## src/rtl/spi_master.sv

```systemverilog
// Mode-0 SPI master: MSB-first 8-bit frames with a byte start/done handshake,
// optional ss hold for bursts and a guard interval that keeps ss high between frames.
module spi_master #(
  parameter int unsigned CLK_DIV = 8
) (
  input  logic       clk,
  input  logic       rst,
  input  logic       start,
  input  logic [7:0] din,
  input  logic       hold_ss,
  output logic       busy,
  output logic       done,
  output logic [7:0] dout,
  output logic       ss,
  output logic       sck,
  output logic       mosi,
  input  logic       miso
);

  typedef enum logic [2:0] {
    ST_IDLE  = 3'd0,
    ST_LOW   = 3'd1,
    ST_HIGH  = 3'd2,
    ST_TRAIL = 3'd3,
    ST_HOLD  = 3'd4,
    ST_GUARD = 3'd5
  } state_t;

  localparam logic [7:0] DIV_LAST = 8'(CLK_DIV - 1);

  state_t     r_state;
  logic [7:0] r_div_cnt;
  logic [2:0] r_bit_cnt;
  logic [7:0] r_tx_sh;
  logic [7:0] r_rx_sh;
  logic       r_ss;
  logic       r_sck;
  logic       r_mosi;
  logic       r_busy;
  logic       r_done;
  logic [7:0] r_dout;
  logic       r_miso_meta;
  logic       r_miso_sync;

  state_t     w_state_nx;
  logic [7:0] w_div_cnt_nx;
  logic [2:0] w_bit_cnt_nx;
  logic [7:0] w_tx_sh_nx;
  logic [7:0] w_rx_sh_nx;
  logic       w_ss_nx;
  logic       w_sck_nx;
  logic       w_mosi_nx;
  logic       w_busy_nx;
  logic       w_done_nx;
  logic [7:0] w_dout_nx;
  logic       w_phase_end;

  assign w_phase_end = (r_div_cnt == DIV_LAST);

  // Next-state and next-output logic for the frame sequencer.
  always_comb begin
    w_state_nx   = r_state;
    w_div_cnt_nx = r_div_cnt;
    w_bit_cnt_nx = r_bit_cnt;
    w_tx_sh_nx   = r_tx_sh;
    w_rx_sh_nx   = r_rx_sh;
    w_ss_nx      = r_ss;
    w_sck_nx     = r_sck;
    w_mosi_nx    = r_mosi;
    w_busy_nx    = r_busy;
    w_done_nx    = 1'b0;
    w_dout_nx    = r_dout;

    case (r_state)
      ST_IDLE, ST_HOLD: begin
        // HOLD accepts a start exactly like IDLE; ss is simply driven low again, so it never glitches.
        if (start) begin
          w_tx_sh_nx   = din;
          w_mosi_nx    = din[7];
          w_ss_nx      = 1'b0;
          w_bit_cnt_nx = 3'd0;
          w_busy_nx    = 1'b1;
          w_div_cnt_nx = 8'd0;
          w_state_nx   = ST_LOW;
        end else if ((r_state == ST_HOLD) && !hold_ss) begin
          w_ss_nx      = 1'b1;
          w_busy_nx    = 1'b1;
          w_div_cnt_nx = 8'd0;
          w_state_nx   = ST_GUARD;
        end else begin
          w_state_nx   = r_state;
        end
      end
      ST_LOW: begin
        if (w_phase_end) begin
          w_div_cnt_nx = 8'd0;
          w_sck_nx     = 1'b1;
          w_state_nx   = ST_HIGH;
        end else begin
          w_div_cnt_nx = r_div_cnt + 8'd1;
        end
      end
      ST_HIGH: begin
        if (w_phase_end) begin
          w_rx_sh_nx   = {r_rx_sh[6:0], r_miso_sync};
          w_div_cnt_nx = 8'd0;
          w_sck_nx     = 1'b0;
          if (r_bit_cnt == 3'd7) begin
            w_state_nx   = ST_TRAIL;
          end else begin
            w_tx_sh_nx   = {r_tx_sh[6:0], 1'b0};
            w_mosi_nx    = r_tx_sh[6];
            w_bit_cnt_nx = r_bit_cnt + 3'd1;
            w_state_nx   = ST_LOW;
          end
        end else begin
          w_div_cnt_nx = r_div_cnt + 8'd1;
        end
      end
      ST_TRAIL: begin
        if (w_phase_end) begin
          w_div_cnt_nx = 8'd0;
          w_dout_nx    = r_rx_sh;
          w_done_nx    = 1'b1;
          if (hold_ss) begin
            w_busy_nx  = 1'b0;
            w_state_nx = ST_HOLD;
          end else begin
            w_ss_nx    = 1'b1;
            w_state_nx = ST_GUARD;
          end
        end else begin
          w_div_cnt_nx = r_div_cnt + 8'd1;
        end
      end
      ST_GUARD: begin
        if (w_phase_end) begin
          w_div_cnt_nx = 8'd0;
          w_busy_nx    = 1'b0;
          w_state_nx   = ST_IDLE;
        end else begin
          w_div_cnt_nx = r_div_cnt + 8'd1;
        end
      end
      default: begin
        w_div_cnt_nx = 8'd0;
        w_ss_nx      = 1'b1;
        w_sck_nx     = 1'b0;
        w_busy_nx    = 1'b0;
        w_state_nx   = ST_IDLE;
      end
    endcase
  end

  // State, datapath and registered-output update; miso crosses in through two flops.
  always_ff @(posedge clk or negedge rst) begin
    if (!rst) begin
      r_state     <= ST_IDLE;
      r_div_cnt   <= 8'd0;
      r_bit_cnt   <= 3'd0;
      r_tx_sh     <= 8'h00;
      r_rx_sh     <= 8'h00;
      r_ss        <= 1'b1;
      r_sck       <= 1'b0;
      r_mosi      <= 1'b0;
      r_busy      <= 1'b0;
      r_done      <= 1'b0;
      r_dout      <= 8'h00;
      r_miso_meta <= 1'b0;
      r_miso_sync <= 1'b0;
    end else begin
      r_state     <= w_state_nx;
      r_div_cnt   <= w_div_cnt_nx;
      r_bit_cnt   <= w_bit_cnt_nx;
      r_tx_sh     <= w_tx_sh_nx;
      r_rx_sh     <= w_rx_sh_nx;
      r_ss        <= w_ss_nx;
      r_sck       <= w_sck_nx;
      r_mosi      <= w_mosi_nx;
      r_busy      <= w_busy_nx;
      r_done      <= w_done_nx;
      r_dout      <= w_dout_nx;
      r_miso_meta <= miso;
      r_miso_sync <= r_miso_meta;
    end
  end

  assign busy = r_busy;
  assign done = r_done;
  assign dout = r_dout;
  assign ss   = r_ss;
  assign sck  = r_sck;
  assign mosi = r_mosi;

endmodule

```

## config.mk

```make
export PLATFORM = sky130hd
export DESIGN_NAME = spi_master
export DESIGN_NICKNAME = d
export VERILOG_FILES = /design/src/rtl/spi_master.sv
export SDC_FILE = /design/constraint.sdc
export NUM_CORES = 1
export LEC_CHECK = 0
export BUFFER_PORTS_ARGS = -buffer_cell sky130_fd_sc_hd__buf_2
export CAP_MARGIN = 20
export CORE_MARGIN = 8
export CORE_UTILIZATION = 30
export CTS_CLUSTER_DIAMETER = 120
export CTS_CLUSTER_SIZE = 16
export DETAILED_ROUTE_END_ITERATION = 8
export PLACE_DENSITY = 0.46
export SYNTH_ARGS = -nofsm -noshare
export SYNTH_HDL_FRONTEND = slang
export SYNTH_SLANG_ARGS = --single-unit
```

## constraint.sdc

```tcl
create_clock -name clk -period 2.52 [get_ports clk]
set_input_delay 0.252 -clock clk [delete_from_list [all_inputs] [get_ports clk]]
set_output_delay 0.252 -clock clk [all_outputs]
set_load 0.01 [all_outputs]
```

---- Word level (Yosys, flattened, before mapping) ----
Cells that the tools add are included.
operators by class
  muxes and demuxes ....................... 39
  bitwise gates (word level) .............. 3
  reductions and logical operators ........ 16
  $add $sub $neg .......................... 2
  equality and inequality tests ........... 16
operator list
  cell                                                             count
  3-bit two-way mux                                                9
  8-bit two-way mux                                                3
  7-bit two-way mux                                                3
  2-bit inequality test, second input constant                     8
  8-bit one-hot mux with 2 select lines                            1
  1-bit two-way mux                                                15
  3-bit one-hot mux with 5 select lines                            1
  7-bit one-hot mux with 2 select lines                            1
  5-bit AND reduction                                              2
  3-bit == test, second input constant                             3
  8-bit by 1-bit adder with 8-bit output, second input constant    1
  8-bit by 3-bit == test with 1-bit output, second input constant  1
  4-bit AND reduction                                              2
  4-bit OR reduction                                               2
  3-bit by 2-bit == test with 1-bit output, second input constant  2
  1-bit one-hot mux with 3 select lines                            2
  3-bit one-hot mux with 2 select lines                            1
  1-bit one-hot mux with 4 select lines                            1
  2-bit AND reduction                                              2
  2-bit OR reduction                                               2
  3-bit by 1-bit adder with 3-bit output, second input constant    1
  3-bit by 1-bit == test with 1-bit output, second input constant  1
  3-bit logical NOT                                                1
  3-bit inequality test, second input constant                     1
  8 further kinds                                                  10
storage, ports and cells
  flip-flop bits (word level) ............. 44
  input bits .............................. 13
  output and inout bits ................... 13
  word-level logic and storage cells ...... 89

---- Depth between registers and ports, before layout ----
  word-level depth ........................ 5
  mapped depth ............................ 6
  mapped depth without buffers ............ 5

---- Worst setup path before layout ----
No wires, ideal clock.
  path type ............................... register to register
  start point ............................. reg r_div_cnt[0]
  end point ............................... reg r_mosi (netlist: mosi)
  path buffers ............................ 1
  cell stages (with the launch flop) ...... 7
  clock period less this slack ............ 1864 ps
  slack ................................... 656 ps
  data required time ...................... 2395 ps
  setup time .............................. 125 ps
  arrival ................................. 1739 ps
  cells stage by stage .................... dfrtp_1 ha_1 nor4b_4 a22oi_1 or3b_4 buf_6 mux2_4
between the ends
  longest elaborated chain between the ends .. 3
RTL lines
  item                                      RTL line  source
  from (decl)                               32        logic [7:0] r_div_cnt;
  from (signal assigned)                    173       r_div_cnt <= w_div_cnt_nx;
  8-bit by 3-bit == test with 1-bit output  58        assign w_phase_end = (r_div_cnt == DIV_LAST);
  2-bit inequality test (no line)           -
  4-bit AND reduction (no line)             -
  to (signal assigned)                      179       r_mosi <= w_mosi_nx;
  to (decl)                                 38        logic r_mosi;
No other way between the ends.
A chain may end at the register's enable or synchronous reset.

---- Final worst setup path ----
  start point ............................. reg r_div_cnt[0]
  end point ............................... reg r_tx_sh[3]
between the ends
  longest elaborated chain between the ends .. 3
RTL lines
  item                                      RTL line  source
  8-bit by 3-bit == test with 1-bit output  58
  2-bit inequality test (no line)           -
  4-bit AND reduction (no line)             -
  to (signal assigned)                      175       r_tx_sh <= w_tx_sh_nx;
  to (decl)                                 34        logic [7:0] r_tx_sh;
No other way between the ends.

==> metrics.md <==
| Metric | Value |
|---|---|
| Design area | 2370 µm² |
| TritonCTS clock tree | yes |
| Core Rows | 30 |
| Critical path's top delay family | simple AND/OR/NAND/NOR gates |
| Initial antenna violation count | 0 |
| Comb pwr share | 0.040 |
| Leading area contributor after synthesis | dfrtp_1 |
| Synth cell count leaders | dfrtp_1 (43), mux2_2 (25), nand2_1 (12) |
| Sw Pwr | 0.000261 W |
| Clk_skew | 3.87 ps |
| Die Y-Extent | 98.8 µm |
| Setup violations, final | 0 |
| Area of the multi-input gates | 885 µm² |
| Total number of vias | 1,371 |
| Final Net Count | 213 |
| Final Cycle Share | 0.794 |
| Yosys warning total | 0 |
| Worst path slowest cell | or3b_4 |
| Crit path required time | 2700 ps |
| Synth area leaders | dfrtp_1 (52%), mux2_2 (14%), mux2_4 (4.4%) |
| Unrepaired setup endpoints after global routing | no |
| Total grt overflow | 0 |
| Max clock buf depth | 2 |
| Pre-CTS WS | 504 ps |
| Final hold vios | 0 |
| TritonCTS Buffers | 5 |
| Post-DRT Antenna Nets | 0 |
| CTS H-tree depth | 2 |
| First-pass GRT wire length | 7110 µm |
| Drt drc | 0 |
| F_max | 500 MHz |
| All-Layer GR Usage | 0.0905 |
| Layout area overhead | 15.3% |
| ANT cells | 0 |
| Worst setup path class | reg2reg |
| IO buf count | 25 |
| Cells after Synth | 169 |
| Net Sw Frac | 0.220 |
| Slew headroom | 0.647 |
| FF+latch area | 1100 µm² |
| Core box area | 6720 µm² |
| Final TNS setup | 0 ps |
| Syn_area_per_cell | 12.2 µm² |
| Clock-pin slew on the worst setup and hold paths | 80 ps |
| Iter 0 DRT Violations | 145 |
| Worst-Margin Slew | 522 ps |
| Seq/Total Area, Yosys | 0.536 |
| Worst Setup Start Kind | register |
| PnR worst setup slack | 519 ps |
| Sequential Power Share | 0.605 |
| Most common cell in the synthesized netlist | dfrtp_1 |
| Critical path arrival | 2180 ps |
| Hold WC Path Type | in2reg |
| Routed vias/inst | 4.95 |
| IO Count | 26 |
| Share of layout cells above drive strength 1 | 0.365 |
| Hold WS | 60.2 ps |
| Post-CTS Setup Bufs | 0 |
| CP Capture Type | register |
| EDFF count, synth | 0 |
| Post-synth top area share | 0.523 |
| Maximum VDD drop | 0.000270 V |
| Mapped Nets | 185 |
| Pwr Density | 500 nW/µm² |
| CP peak stage delay | 500 ps |
| Die area | 9760 µm² |
| 1st-pass router iterations | 4 |
| MaxCap Viol Count | 0 |
| Largest net degree at the start of global routing | 45 |
| Post-DP Area | 2260 µm² |
| P_int | 0.000924 W |
| Worst Path Buf+Inv | 0 |
| Crit Path Max Fanout | 11 |
| #FFs+latches synth | 44 |
| Final Wtd Congestion | 0.779 |
| Number of global-route vias before repair | 1,451 |
| Status | finished, final reports clean |
| Dpl hpwl | 2980 µm |
| Cell variety after synth | 40 |
| Clk sink count | 44 |
| Filler cells | 649 |
| Ys async rst share | 1.00 |
| Starting Density | 0.306 |
| Die X-Extent | 98.8 µm |
| Clock power share | 0.356 |
| Pins over their slew limit | 0 |
| Clock root buffer | clkbuf_8 |
| CP cell instances | ha_1 -> nor4b_4 -> a22oi_1 -> or3b_4 -> mux2_4 |
| Fin crit period | 2000 ps |
| P_leak | 1.14 nW |
| Cell Area, Synth | 2060 µm² |
| Worst skew pair latency | 290 ps |
| Wire per inst | 15.0 µm |
| Ys flop type | dfrtp_1 |
| Routed WL | 4160 µm |
sequential cells by signal, indices dropped and copies added (netlist names):
name / cells
dout: 8
r_div_cnt: 8
r_rx_sh: 8
r_tx_sh: 7
r_bit_cnt: 3
r_state: 3
busy: 1
done: 1
mosi: 1
r_miso_meta: 1
r_miso_sync: 1
sck: 1
ss: 1
what timing repair did:
item                      4_1_cts  5_1_grt
hold endpoints to repair        0       15
resized for setup               0        0
hold buffers                    0        1
kinds of logic (layout without fill, tap and decap cells):
family                     Yosys count  in the layout  synth area share
and+or+nand+nor                     39             39             0.113
buffers and inverters               16             44            0.0341
AOI/OAI and AO/OA                   34             34             0.109
xor gates and xnor gates             2              2           0.00852
adders and majority gates            3              3            0.0183
muxes                               31             31             0.181
DFF                                 44             44             0.536
worst paths after layout:
| path | start | endpoint | slack, ps | cells after the start |
|---|---|---|---|---|
| hold / removal | miso | r_miso_meta | 60 | 1 |
| hold reg to reg | r_miso_meta | r_miso_sync | 360 | 0 |
| max in group asynchronous | rst | r_div_cnt[7] | 1610 | 3 |
| min in group asynchronous | rst | busy | 430 | 2 |
| setup / recovery | r_div_cnt[0] | r_tx_sh[3] | 520 | 5 |
| setup reg to reg | r_div_cnt[0] | r_tx_sh[3] | 520 | 5 |
per-layer routing:
layer  vias to the layer above  track usage  wire length (µm)
met5                         -            0                 0
met4                         0       0.0331                49
met3                         4       0.0331               221
met2                        28        0.142              2000
met1                       683        0.111              1890
li1                        656            -                 -
cells in the final DEF, fill, tap and decap left out, types with 4 or more instances in the layout:
cell type  synthesis  routed
mux2_2            25      25
mux2_4             6       6
dfrtp_1           43      43
o21ai_0            9       9
clkbuf_8           0       5
inv_1              7       7
buf_2              2      25
nor2_1             4       4
a21oi_1            6       6
nand2_1           12      12
a22o_1             6       6
metrics by stage:
step	cells	util	power [W]
floorplan	169	-	0.000745
CTS	275	0.349	0.00120
detailed placement	268	0.336	0.000774
global route	277	0.353	0.00124
global placement	268	0.336	0.000772
finish	277	0.353	0.00119
power groups by stage:
stage | Sequential [W] | Clock (W) | Combinational [W]
5_1_grt | 0.000717 | 0.000467 | 0.0000533
4_1_cts | 0.000716 | 0.000441 | 0.0000442
3_3_place_gp | 0.000730 | 0 | 0.0000424
6_report | 0.000716 | 0.000422 | 0.0000469
2_1_floorplan | 0.000730 | 0 | 0.0000153
3_5_place_dp | 0.000730 | 0 | 0.0000442
layout make-up:
type	count	share of cell area
sequential	44	0.465
multi-input combinational	109	0.373
timing repair buffer	30	0.0749
tap	80	0.0422
clock buffer	5	0.0290
inverter	7	0.0111
clock inverter	2	0.00527
(Power assumes the default switching activity.)
